--- config.mk ---
export PLATFORM = sky130hd
export DESIGN_NAME = usb_packet_decoder_flat
export DESIGN_NICKNAME = d
export VERILOG_FILES = /design/src/rtl/usb_packet_decoder_pkg.sv /design/src/rtl/usb_packet_decoder_if.sv /design/src/rtl/usb_packet_decoder_crc_update.sv /design/src/rtl/usb_packet_decoder.sv /design/src/flat_wrapper.sv
export SDC_FILE = /design/constraint.sdc
export NUM_CORES = 1
export LEC_CHECK = 0
export CAP_MARGIN = 20
export CORE_AREA = 2 2 152 154
export CTS_BUF_LIST = sky130_fd_sc_hd__clkbuf_4 sky130_fd_sc_hd__clkbuf_8 sky130_fd_sc_hd__clkbuf_16
export DETAILED_ROUTE_END_ITERATION = 10
export DIE_AREA = 0 0 154 156
export PLACE_DENSITY = 0.48
export RECOVER_POWER = 100
export SYNTH_ARGS = -nofsm -noshare
export SYNTH_HDL_FRONTEND = slang
export SYNTH_HIERARCHICAL = 1
export SYNTH_SLANG_ARGS = --single-unit
--- constraint.sdc ---
create_clock -name clk -period 4.15 [get_ports clk]
set_clock_uncertainty 0.15 [all_clocks]
set_input_delay 0.83 -clock clk [delete_from_list [all_inputs] [get_ports clk]]
set_output_delay 0.83 -clock clk [all_outputs]
set_load 0.005 [all_outputs]
--- src/rtl/usb_packet_decoder_pkg.sv ---
`default_nettype none
// ---------------------------------------------------------------------------
// usb_pkg : shared PID, CRC and state definitions for the USB packet decoder
// Rev 1.0
// ---------------------------------------------------------------------------
package usb_pkg;

    localparam logic [3:0] PID_OUT   = 4'h1;
    localparam logic [3:0] PID_IN    = 4'h9;
    localparam logic [3:0] PID_SOF   = 4'h5;
    localparam logic [3:0] PID_SETUP = 4'hD;
    localparam logic [3:0] PID_DATA0 = 4'h3;
    localparam logic [3:0] PID_DATA1 = 4'hB;
    localparam logic [3:0] PID_DATA2 = 4'h7;
    localparam logic [3:0] PID_MDATA = 4'hF;
    localparam logic [3:0] PID_ACK   = 4'h2;
    localparam logic [3:0] PID_NAK   = 4'hA;
    localparam logic [3:0] PID_STALL = 4'hE;
    localparam logic [3:0] PID_NYET  = 4'h6;

    localparam logic [4:0]  CRC5_INIT      = 5'h1F;
    localparam logic [4:0]  CRC5_RESIDUAL  = 5'b01100;
    localparam logic [4:0]  CRC5_POLY      = 5'h05;
    localparam logic [15:0] CRC16_INIT     = 16'hFFFF;
    localparam logic [15:0] CRC16_RESIDUAL = 16'h800D;
    localparam logic [15:0] CRC16_POLY     = 16'h8005;

    typedef enum logic [1:0] {
        CLS_SPECIAL   = 2'b00,
        CLS_TOKEN     = 2'b01,
        CLS_HANDSHAKE = 2'b10,
        CLS_DATA      = 2'b11
    } pid_class_e;

    typedef enum logic [2:0] {
        ERR_NONE  = 3'd0,
        ERR_PID   = 3'd1,
        ERR_CRC   = 3'd2,
        ERR_LEN   = 3'd3,
        ERR_UNSUP = 3'd4
    } err_code_e;

    typedef enum logic [2:0] {
        ST_IDLE    = 3'd0,
        ST_TOK1    = 3'd1,
        ST_TOK2    = 3'd2,
        ST_TOK_END = 3'd3,
        ST_DATA    = 3'd4,
        ST_HS_END  = 3'd5,
        ST_DRAIN   = 3'd6
    } dec_state_e;

    function automatic logic pid_ok(input logic [7:0] b);
        return b[7:4] == ~b[3:0];
    endfunction

    function automatic pid_class_e pid_class(input logic [1:0] p);
        return pid_class_e'(p);
    endfunction

endpackage
`default_nettype wire

--- src/rtl/usb_packet_decoder_if.sv ---
`default_nettype none
// ---------------------------------------------------------------------------
// usb_packet_decoder_if : byte-stream input and decoded-packet output bundle
// Rev 1.0
// ---------------------------------------------------------------------------
interface usb_packet_decoder_if #(
    parameter int CNT_W = 11
);
    logic             new_byte;
    logic [7:0]       rx_data;
    logic             rx_end;
    logic [3:0]       pid;
    logic             pid_valid;
    logic [6:0]       token_addr;
    logic [3:0]       token_endp;
    logic             token_valid;
    logic [7:0]       data_byte;
    logic             data_valid;
    logic             pkt_done;
    logic             pkt_error;
    logic [2:0]       err_code;
    logic [CNT_W-1:0] byte_count;

    modport master (
        output new_byte, rx_data, rx_end,
        input  pid, pid_valid, token_addr, token_endp, token_valid,
               data_byte, data_valid, pkt_done, pkt_error, err_code, byte_count
    );

    modport slave (
        input  new_byte, rx_data, rx_end,
        output pid, pid_valid, token_addr, token_endp, token_valid,
               data_byte, data_valid, pkt_done, pkt_error, err_code, byte_count
    );
endinterface
`default_nettype wire

--- src/rtl/usb_packet_decoder_crc_update.sv ---
`default_nettype none
// ---------------------------------------------------------------------------
// usb_crc_update : one-byte unrolled CRC5/CRC16 update, LSB of byte first
// Rev 1.0
// ---------------------------------------------------------------------------
module usb_crc_update
    import usb_pkg::*;
(
    input  logic [7:0]  data,
    input  logic [4:0]  crc5_in,
    input  logic [15:0] crc16_in,
    output logic [4:0]  crc5_out,
    output logic [15:0] crc16_out
);

    logic [4:0]  c5;
    logic [15:0] c16;

    always_comb begin
        c5  = crc5_in;
        c16 = crc16_in;
        for (int i = 0; i < 8; i++) begin
            c5  = {c5[3:0], 1'b0}   ^ ({5{data[i] ^ c5[4]}}   & CRC5_POLY);
            c16 = {c16[14:0], 1'b0} ^ ({16{data[i] ^ c16[15]}} & CRC16_POLY);
        end
        crc5_out  = c5;
        crc16_out = c16;
    end

endmodule
`default_nettype wire

--- src/rtl/usb_packet_decoder.sv ---
`default_nettype none
// ---------------------------------------------------------------------------
// usb_packet_decoder : PID check, packet classification, CRC5/CRC16 check,
//                      payload forwarding with CRC bytes stripped
// Rev 1.0
// ---------------------------------------------------------------------------
module usb_packet_decoder
    import usb_pkg::*;
#(
    parameter int MAX_PAYLOAD = 1023,
    parameter int CNT_W       = 11
) (
    input  logic                 clk,
    input  logic                 n_rst,
    usb_packet_decoder_if.slave  bus
);

    dec_state_e       state;
    logic [4:0]       crc5;
    logic [15:0]      crc16;
    logic [7:0]       tok_lo;
    logic [7:0]       buf0;
    logic [7:0]       buf1;
    logic [1:0]       buf_cnt;
    err_code_e        drain_err;
    logic [CNT_W-1:0] count;

    logic [4:0]       crc5_upd;
    logic [15:0]      crc16_upd;

    // State after the current byte is applied; rx_end is judged against these
    dec_state_e       st_b;
    logic [4:0]       crc5_b;
    logic [15:0]      crc16_b;
    logic [1:0]       buf_cnt_b;
    err_code_e        err_b;
    err_code_e        end_err;
    logic [CNT_W-1:0] count_b;
    logic             emit_b;
    logic             pid_accept;

    usb_crc_update u_crc (
        .data      (bus.rx_data),
        .crc5_in   (crc5),
        .crc16_in  (crc16),
        .crc5_out  (crc5_upd),
        .crc16_out (crc16_upd)
    );

    always_comb begin
        st_b       = state;
        crc5_b     = crc5;
        crc16_b    = crc16;
        buf_cnt_b  = buf_cnt;
        err_b      = drain_err;
        count_b    = count;
        emit_b     = 1'b0;
        pid_accept = 1'b0;
        if (bus.new_byte) begin
            unique case (state)
                ST_IDLE: begin
                    crc5_b    = CRC5_INIT;
                    crc16_b   = CRC16_INIT;
                    buf_cnt_b = 2'd0;
                    count_b   = '0;
                    err_b     = ERR_NONE;
                    if (!pid_ok(bus.rx_data)) begin
                        st_b  = ST_DRAIN;
                        err_b = ERR_PID;
                    end else begin
                        pid_accept = 1'b1;
                        unique case (pid_class(bus.rx_data[1:0]))
                            CLS_TOKEN:     st_b = ST_TOK1;
                            CLS_DATA:      st_b = ST_DATA;
                            CLS_HANDSHAKE: st_b = ST_HS_END;
                            default: begin
                                pid_accept = 1'b0;
                                st_b       = ST_DRAIN;
                                err_b      = ERR_UNSUP;
                            end
                        endcase
                    end
                end
                ST_TOK1: begin
                    st_b   = ST_TOK2;
                    crc5_b = crc5_upd;
                end
                ST_TOK2: begin
                    st_b   = ST_TOK_END;
                    crc5_b = crc5_upd;
                end
                ST_TOK_END, ST_HS_END: begin
                    st_b  = ST_DRAIN;
                    err_b = ERR_LEN;
                end
                ST_DATA: begin
                    crc16_b = crc16_upd;
                    if (buf_cnt == 2'd2) begin
                        emit_b  = 1'b1;
                        count_b = count + CNT_W'(1);
                        if (count_b == CNT_W'(MAX_PAYLOAD + 1)) begin
                            st_b  = ST_DRAIN;
                            err_b = ERR_LEN;
                        end
                    end else begin
                        buf_cnt_b = buf_cnt + 2'd1;
                    end
                end
                default: ;
            endcase
        end

        unique case (st_b)
            ST_TOK1, ST_TOK2: end_err = ERR_LEN;
            ST_TOK_END:       end_err = (crc5_b == CRC5_RESIDUAL) ? ERR_NONE : ERR_CRC;
            ST_DATA:          end_err = (buf_cnt_b != 2'd2) ? ERR_LEN :
                                        (crc16_b == CRC16_RESIDUAL) ? ERR_NONE : ERR_CRC;
            ST_DRAIN:         end_err = err_b;
            default:          end_err = ERR_NONE;
        endcase
    end

    always_ff @(posedge clk or negedge n_rst) begin
        if (!n_rst) begin
            state           <= ST_IDLE;
            crc5            <= CRC5_INIT;
            crc16           <= CRC16_INIT;
            tok_lo          <= '0;
            buf0            <= '0;
            buf1            <= '0;
            buf_cnt         <= '0;
            drain_err       <= ERR_NONE;
            count           <= '0;
            bus.pid         <= '0;
            bus.pid_valid   <= 1'b0;
            bus.token_addr  <= '0;
            bus.token_endp  <= '0;
            bus.token_valid <= 1'b0;
            bus.data_byte   <= '0;
            bus.data_valid  <= 1'b0;
            bus.pkt_done    <= 1'b0;
            bus.pkt_error   <= 1'b0;
            bus.err_code    <= '0;
            bus.byte_count  <= '0;
        end else begin
            state           <= st_b;
            crc5            <= crc5_b;
            crc16           <= crc16_b;
            buf_cnt         <= buf_cnt_b;
            drain_err       <= err_b;
            count           <= count_b;
            bus.pid_valid   <= pid_accept;
            bus.data_valid  <= emit_b;
            bus.token_valid <= 1'b0;
            bus.pkt_done    <= 1'b0;
            if (pid_accept)
                bus.pid <= bus.rx_data[3:0];
            if (bus.new_byte && state == ST_TOK1)
                tok_lo <= bus.rx_data;
            if (bus.new_byte && state == ST_TOK2) begin
                bus.token_addr <= tok_lo[6:0];
                bus.token_endp <= {bus.rx_data[2:0], tok_lo[7]};
            end
            if (bus.new_byte && state == ST_DATA) begin
                if (buf_cnt == 2'd0) begin
                    buf0 <= bus.rx_data;
                end else if (buf_cnt == 2'd1) begin
                    buf1 <= bus.rx_data;
                end else begin
                    buf0 <= buf1;
                    buf1 <= bus.rx_data;
                end
            end
            if (emit_b)
                bus.data_byte <= buf0;
            if (bus.rx_end && st_b != ST_IDLE) begin
                state           <= ST_IDLE;
                buf_cnt         <= '0;
                bus.pkt_done    <= 1'b1;
                bus.pkt_error   <= (end_err != ERR_NONE);
                bus.err_code    <= end_err;
                bus.byte_count  <= count_b;
                bus.token_valid <= (st_b == ST_TOK_END) && (end_err == ERR_NONE);
            end
        end
    end

endmodule
`default_nettype wire

--- src/flat_wrapper.sv ---
// flat-port wrapper written by rule: the top's interface ports become plain ports
module usb_packet_decoder_flat import usb_pkg::*;
#(
    parameter int MAX_PAYLOAD = 1023,
    parameter int CNT_W       = 11
)
  (clk, n_rst, bus_new_byte, bus_rx_data, bus_rx_end, bus_pid, bus_pid_valid, bus_token_addr, bus_token_endp, bus_token_valid, bus_data_byte, bus_data_valid, bus_pkt_done, bus_pkt_error, bus_err_code, bus_byte_count);
  usb_packet_decoder_if #(.CNT_W(CNT_W)) bus_i ();
  input  logic clk;
  input  logic n_rst;
  input wire logic [$bits(bus_i.new_byte)-1:0] bus_new_byte;
  input wire logic [$bits(bus_i.rx_data)-1:0] bus_rx_data;
  input wire logic [$bits(bus_i.rx_end)-1:0] bus_rx_end;
  output wire logic [$bits(bus_i.pid)-1:0] bus_pid;
  output wire logic [$bits(bus_i.pid_valid)-1:0] bus_pid_valid;
  output wire logic [$bits(bus_i.token_addr)-1:0] bus_token_addr;
  output wire logic [$bits(bus_i.token_endp)-1:0] bus_token_endp;
  output wire logic [$bits(bus_i.token_valid)-1:0] bus_token_valid;
  output wire logic [$bits(bus_i.data_byte)-1:0] bus_data_byte;
  output wire logic [$bits(bus_i.data_valid)-1:0] bus_data_valid;
  output wire logic [$bits(bus_i.pkt_done)-1:0] bus_pkt_done;
  output wire logic [$bits(bus_i.pkt_error)-1:0] bus_pkt_error;
  output wire logic [$bits(bus_i.err_code)-1:0] bus_err_code;
  output wire logic [$bits(bus_i.byte_count)-1:0] bus_byte_count;
  assign bus_i.new_byte = bus_new_byte;
  assign bus_i.rx_data = bus_rx_data;
  assign bus_i.rx_end = bus_rx_end;
  assign bus_pid = bus_i.pid;
  assign bus_pid_valid = bus_i.pid_valid;
  assign bus_token_addr = bus_i.token_addr;
  assign bus_token_endp = bus_i.token_endp;
  assign bus_token_valid = bus_i.token_valid;
  assign bus_data_byte = bus_i.data_byte;
  assign bus_data_valid = bus_i.data_valid;
  assign bus_pkt_done = bus_i.pkt_done;
  assign bus_pkt_error = bus_i.pkt_error;
  assign bus_err_code = bus_i.err_code;
  assign bus_byte_count = bus_i.byte_count;
  usb_packet_decoder #(.MAX_PAYLOAD(MAX_PAYLOAD), .CNT_W(CNT_W)) u_core (.clk(clk), .n_rst(n_rst), .bus(bus_i));
endmodule
==> flow_summary.json, run 1 <==
{
  "status": "complete, but fails checks",
  "violations": "capacitance limit, slew limit",
  "synth_cell_types": 68,
  "r2r-end": "u_core/bus.byte_count[6]",
  "initial_core_util_pct": 24.6,
  "final_cell_mix": "dfrtp_1, nand2_1, dlygate4sd3_1",
  "cts.clk_slew.worst_paths_ns": 0.07,
  "avgSynthCellArea_sq_um": 10.8,
  "ios": 54,
  "portBuffers": 53,
  "cts_tree": "done",
  "period_minus_slack_ns": 3.86,
  "leakagePower_nw": 2.96,
  "cp_max_fo": 15,
  "worstPathArrival_ns": 3.95,
  "ys_warn_count": 6,
  "fmax_mhz": 259,
  "postCtsHoldBufs": 0,
  "cap_violations": 1,
  "crit_path_start_kind": "input pin",
  "wl_um": 13000,
  "grt_util_all_layers_pct": 11.4,
  "cts.sinks": 106,
  "worstPathCellList": "dlygate4sd3_1, buf_4, nor3b_2, clkbuf_1, clkbuf_1, nand4_1, a211oi_1, a2111o_1, o211ai_1, o32a_1",
  "die_x_um": 154,
  "rr_worst_depth": 9,
  "rsz0062_at_grt": "false",
  "worstHoldPathType": "flip-flop to flip-flop",
  "worst_ep_required_time_ns": 4.24,
  "drtIter0Drc": 191,
  "overflow": 0,
  "r2r_start": "u_core/buf_cnt[0]",
  "pre_cts_ws_ns": -0.00489,
  "power_mw": 3.39,
  "drc": 0,
  "cts_setup_buffers": 0,
  "rows": 55,
  "areaGrowthSynthToFinish_pct": 21.0,
  "synth-main-ff-cell": "dfrtp_1",
  "clk_latency_ns": 0.35,
  "cp_top_family": "buffers and inverters",
  "dieArea_sq_mm": 0.0240,
  "hold_slack_ns": 0.321,
  "drv_slew": 75,
  "worstSetupEndpointType": "flip-flop",
  "hold_depth": 2,
  "vias_per_cell": 4.48,
  "synthCells": 509,
  "synth-edff-count": 0,
  "routedWlPerCell_um": 15.1,
  "cts_buffer_depth": 2,
  "hpwlAfterDp_um": 9380,
  "cts_resized": 0,
  "vdd_drop_max_v": 0.000206,
  "finalWorstSetupSlack_ns": 0.286,
  "critical_path.most_common_cell": "clkbuf_1",
  "p_per_area_mw_per_mm2": 510,
  "syn_nets": 528,
  "ant_nets": 0,
  "async_flop_share_pct": 100,
  "fin_nets": 589,
  "cpMaxStageDelayCell": "dlygate4sd3_1",
  "relSlewSlack_pct": -26.9,
  "syn_area_sq_mm": 0.00550,
  "hold_end": "u_core/crc16[9]",
  "grt_start_max_net_pins": 75,
  "cts-root-buf": "clkbuf_16",
  "timing.final.crit_share_pct": 93.1,
  "cts-buffers-inserted": 9,
  "grt_pass1_wl_um": 21700,
  "num-fill-cells": 2317,
  "antenna_found_initial": 0,
  "finalHoldViolCount": 0,
  "place_congestion": 0.868,
  "seq_area_frac_synth_pct": 48.7,
  "finalSetupViolations": 0,
  "worst_pin_slew_ns": 1.90,
  "route.vias.total": 3849,
  "critical_path_buf_inv_count": 4,
  "r2r_setup_slack_ns": 0.74,
  "path_class": "input pin to flip-flop",
  "firstDrtPassIters": 4,
  "min_from": "u_core/crc16[9]",
  "core_sq_mm": 0.0224,
  "slowest_delay_ns": 0.59,
  "n_antenna_cell": 0,
  "grt_pass1_vias": 4004,
  "synth-seq-cells": 106,
  "mostFrequentLayoutCell": "dfrtp_1",
  "final_layout_size_suffix_gt1_share_pct": 19.8,
  "die_y_um": 156,
  "cts_max_level": 3
}
==> stage by stage <==
step | setup TNS [ns] | cell area (sq um) | std cells | utilization [%]
global route | 0 | 6650 | 860 | 29.7
finish | 0 | 6650 | 860 | 29.7
CTS | 0 | 6720 | 860 | 30.1
floorplan | 0 | 5500 | 509 | -
global placement | 0 | 6410 | 844 | 28.7
detailed placement | -0.00489 | 6410 | 844 | 28.7
==> worst reg2reg max path, cell delays in order (launching register included) <==
cell	delay (ns)
dfrtp_1	0.41
inv_1	0.12
ha_1	0.32
and3_1	0.22
o31ai_1	0.06
nand4b_1	0.32
o21ai_2	0.30
a21oi_4	0.11
a31oi_2	0.86
mux2_2	0.43
==> power breakdown <==
group | switching (mW) | internal (mW)
combinational | 0.490 | 0.539
sequential | 0.159 | 1.31
clock | 0.402 | 0.492
==> worst max-delay path by stage <==
stage                   start              endpoint  slack [ns]  cells after the start
3_5_place_dp   bus_rx_data[0]  u_core/bus.pkt_error      -0.005                     11
2_1_floorplan  bus_rx_data[1]  u_core/bus.pkt_error        0.93                     10
3_3_place_gp   bus_rx_data[0]  u_core/bus.pkt_error        0.05                     11
4_1_cts        bus_rx_data[0]  u_core/bus.pkt_error        0.40                     11
6_report         bus_new_byte  u_core/bus.pkt_error        0.29                     10
5_1_grt          bus_new_byte  u_core/bus.pkt_error        0.09                     10
==> Yosys cell counts (3+ instances only) <==
library cell | count | area (sq um)
mux2_2 | 39 | 439
o21ai_0 | 29 | 145
nand4_1 | 5 | 31.3
dfrtp_1 | 85 | 2130
buf_4 | 6 | 45.0
a31oi_1 | 3 | 18.8
nand2_1 | 62 | 233
and3_1 | 4 | 25.0
a21oi_1 | 23 | 115
ha_1 | 7 | 87.6
mux2_4 | 5 | 75.1
nand2b_1 | 7 | 43.8
buf_6 | 3 | 33.8
or2_2 | 3 | 18.8
inv_1 | 18 | 67.6
buf_1 | 3 | 11.3
mux2i_1 | 15 | 150
nor4_1 | 4 | 25.0
xnor2_1 | 31 | 272
xnor2_2 | 4 | 65.1
nand3_1 | 7 | 35.0
nor2_1 | 31 | 116
nor2b_1 | 6 | 37.5
clkbuf_1 | 11 | 41.3
xor2_1 | 11 | 96.3
o31ai_1 | 3 | 22.5
dfstp_2 | 21 | 552
buf_2 | 5 | 25.0
nor3_1 | 8 | 40.0
==> cell type report <==
class,count,area (sq um),share of cell area (%)
clock inverters,6,72.6,1.09
flip-flops and latches,106,2680,40.3
clock buffers,10,239,3.59
inverters,18,67.6,1.02
multi-input cells,357,2560,38.4
well taps,285,357,5.36
repair buffers,78,679,10.2
==> sequential cells by signal (all words and copies together), names as in the netlist, 4 cells and up <==
name,flops
u_core/bus.token_endp,4
u_core/buf0,8
u_core/bus.data_byte,8
u_core/buf1,8
u_core/count,11
u_core/crc5,5
u_core/crc16,16
u_core/tok_lo,8
u_core/bus.pid,4
u_core/bus.token_addr,7
u_core/bus.byte_count,11
==> kinds of logic (layout without fill, tap and decap cells) <==
group	Yosys count	in the layout	share of synthesized area [%]
xor+xnor	48	48	8.58
buf+inv	46	112	4.08
flops	106	106	48.7
compound gates	86	86	10.5
fa+ha+maj	7	7	1.59
simple gates	157	157	14.4
mux	59	59	12.1
==> metal layers <==
metal	up-vias	global-route usage, %	share of wire [%]
met5	-	0	0
met4	0	3.65	1.4
met3	11	2.61	3.4
met2	65	18.0	46
met1	1900	15.5	49
li1	1873	-	-
Note: power is estimated with default switching activity, not from simulation.
==> inputs of run 2 (changes only) <==
SKIP_LAST_GASP = 1   (was default)
==> results of run 2 <==
Same layout as run 1: the final DEF is identical, and so are final timing and power.
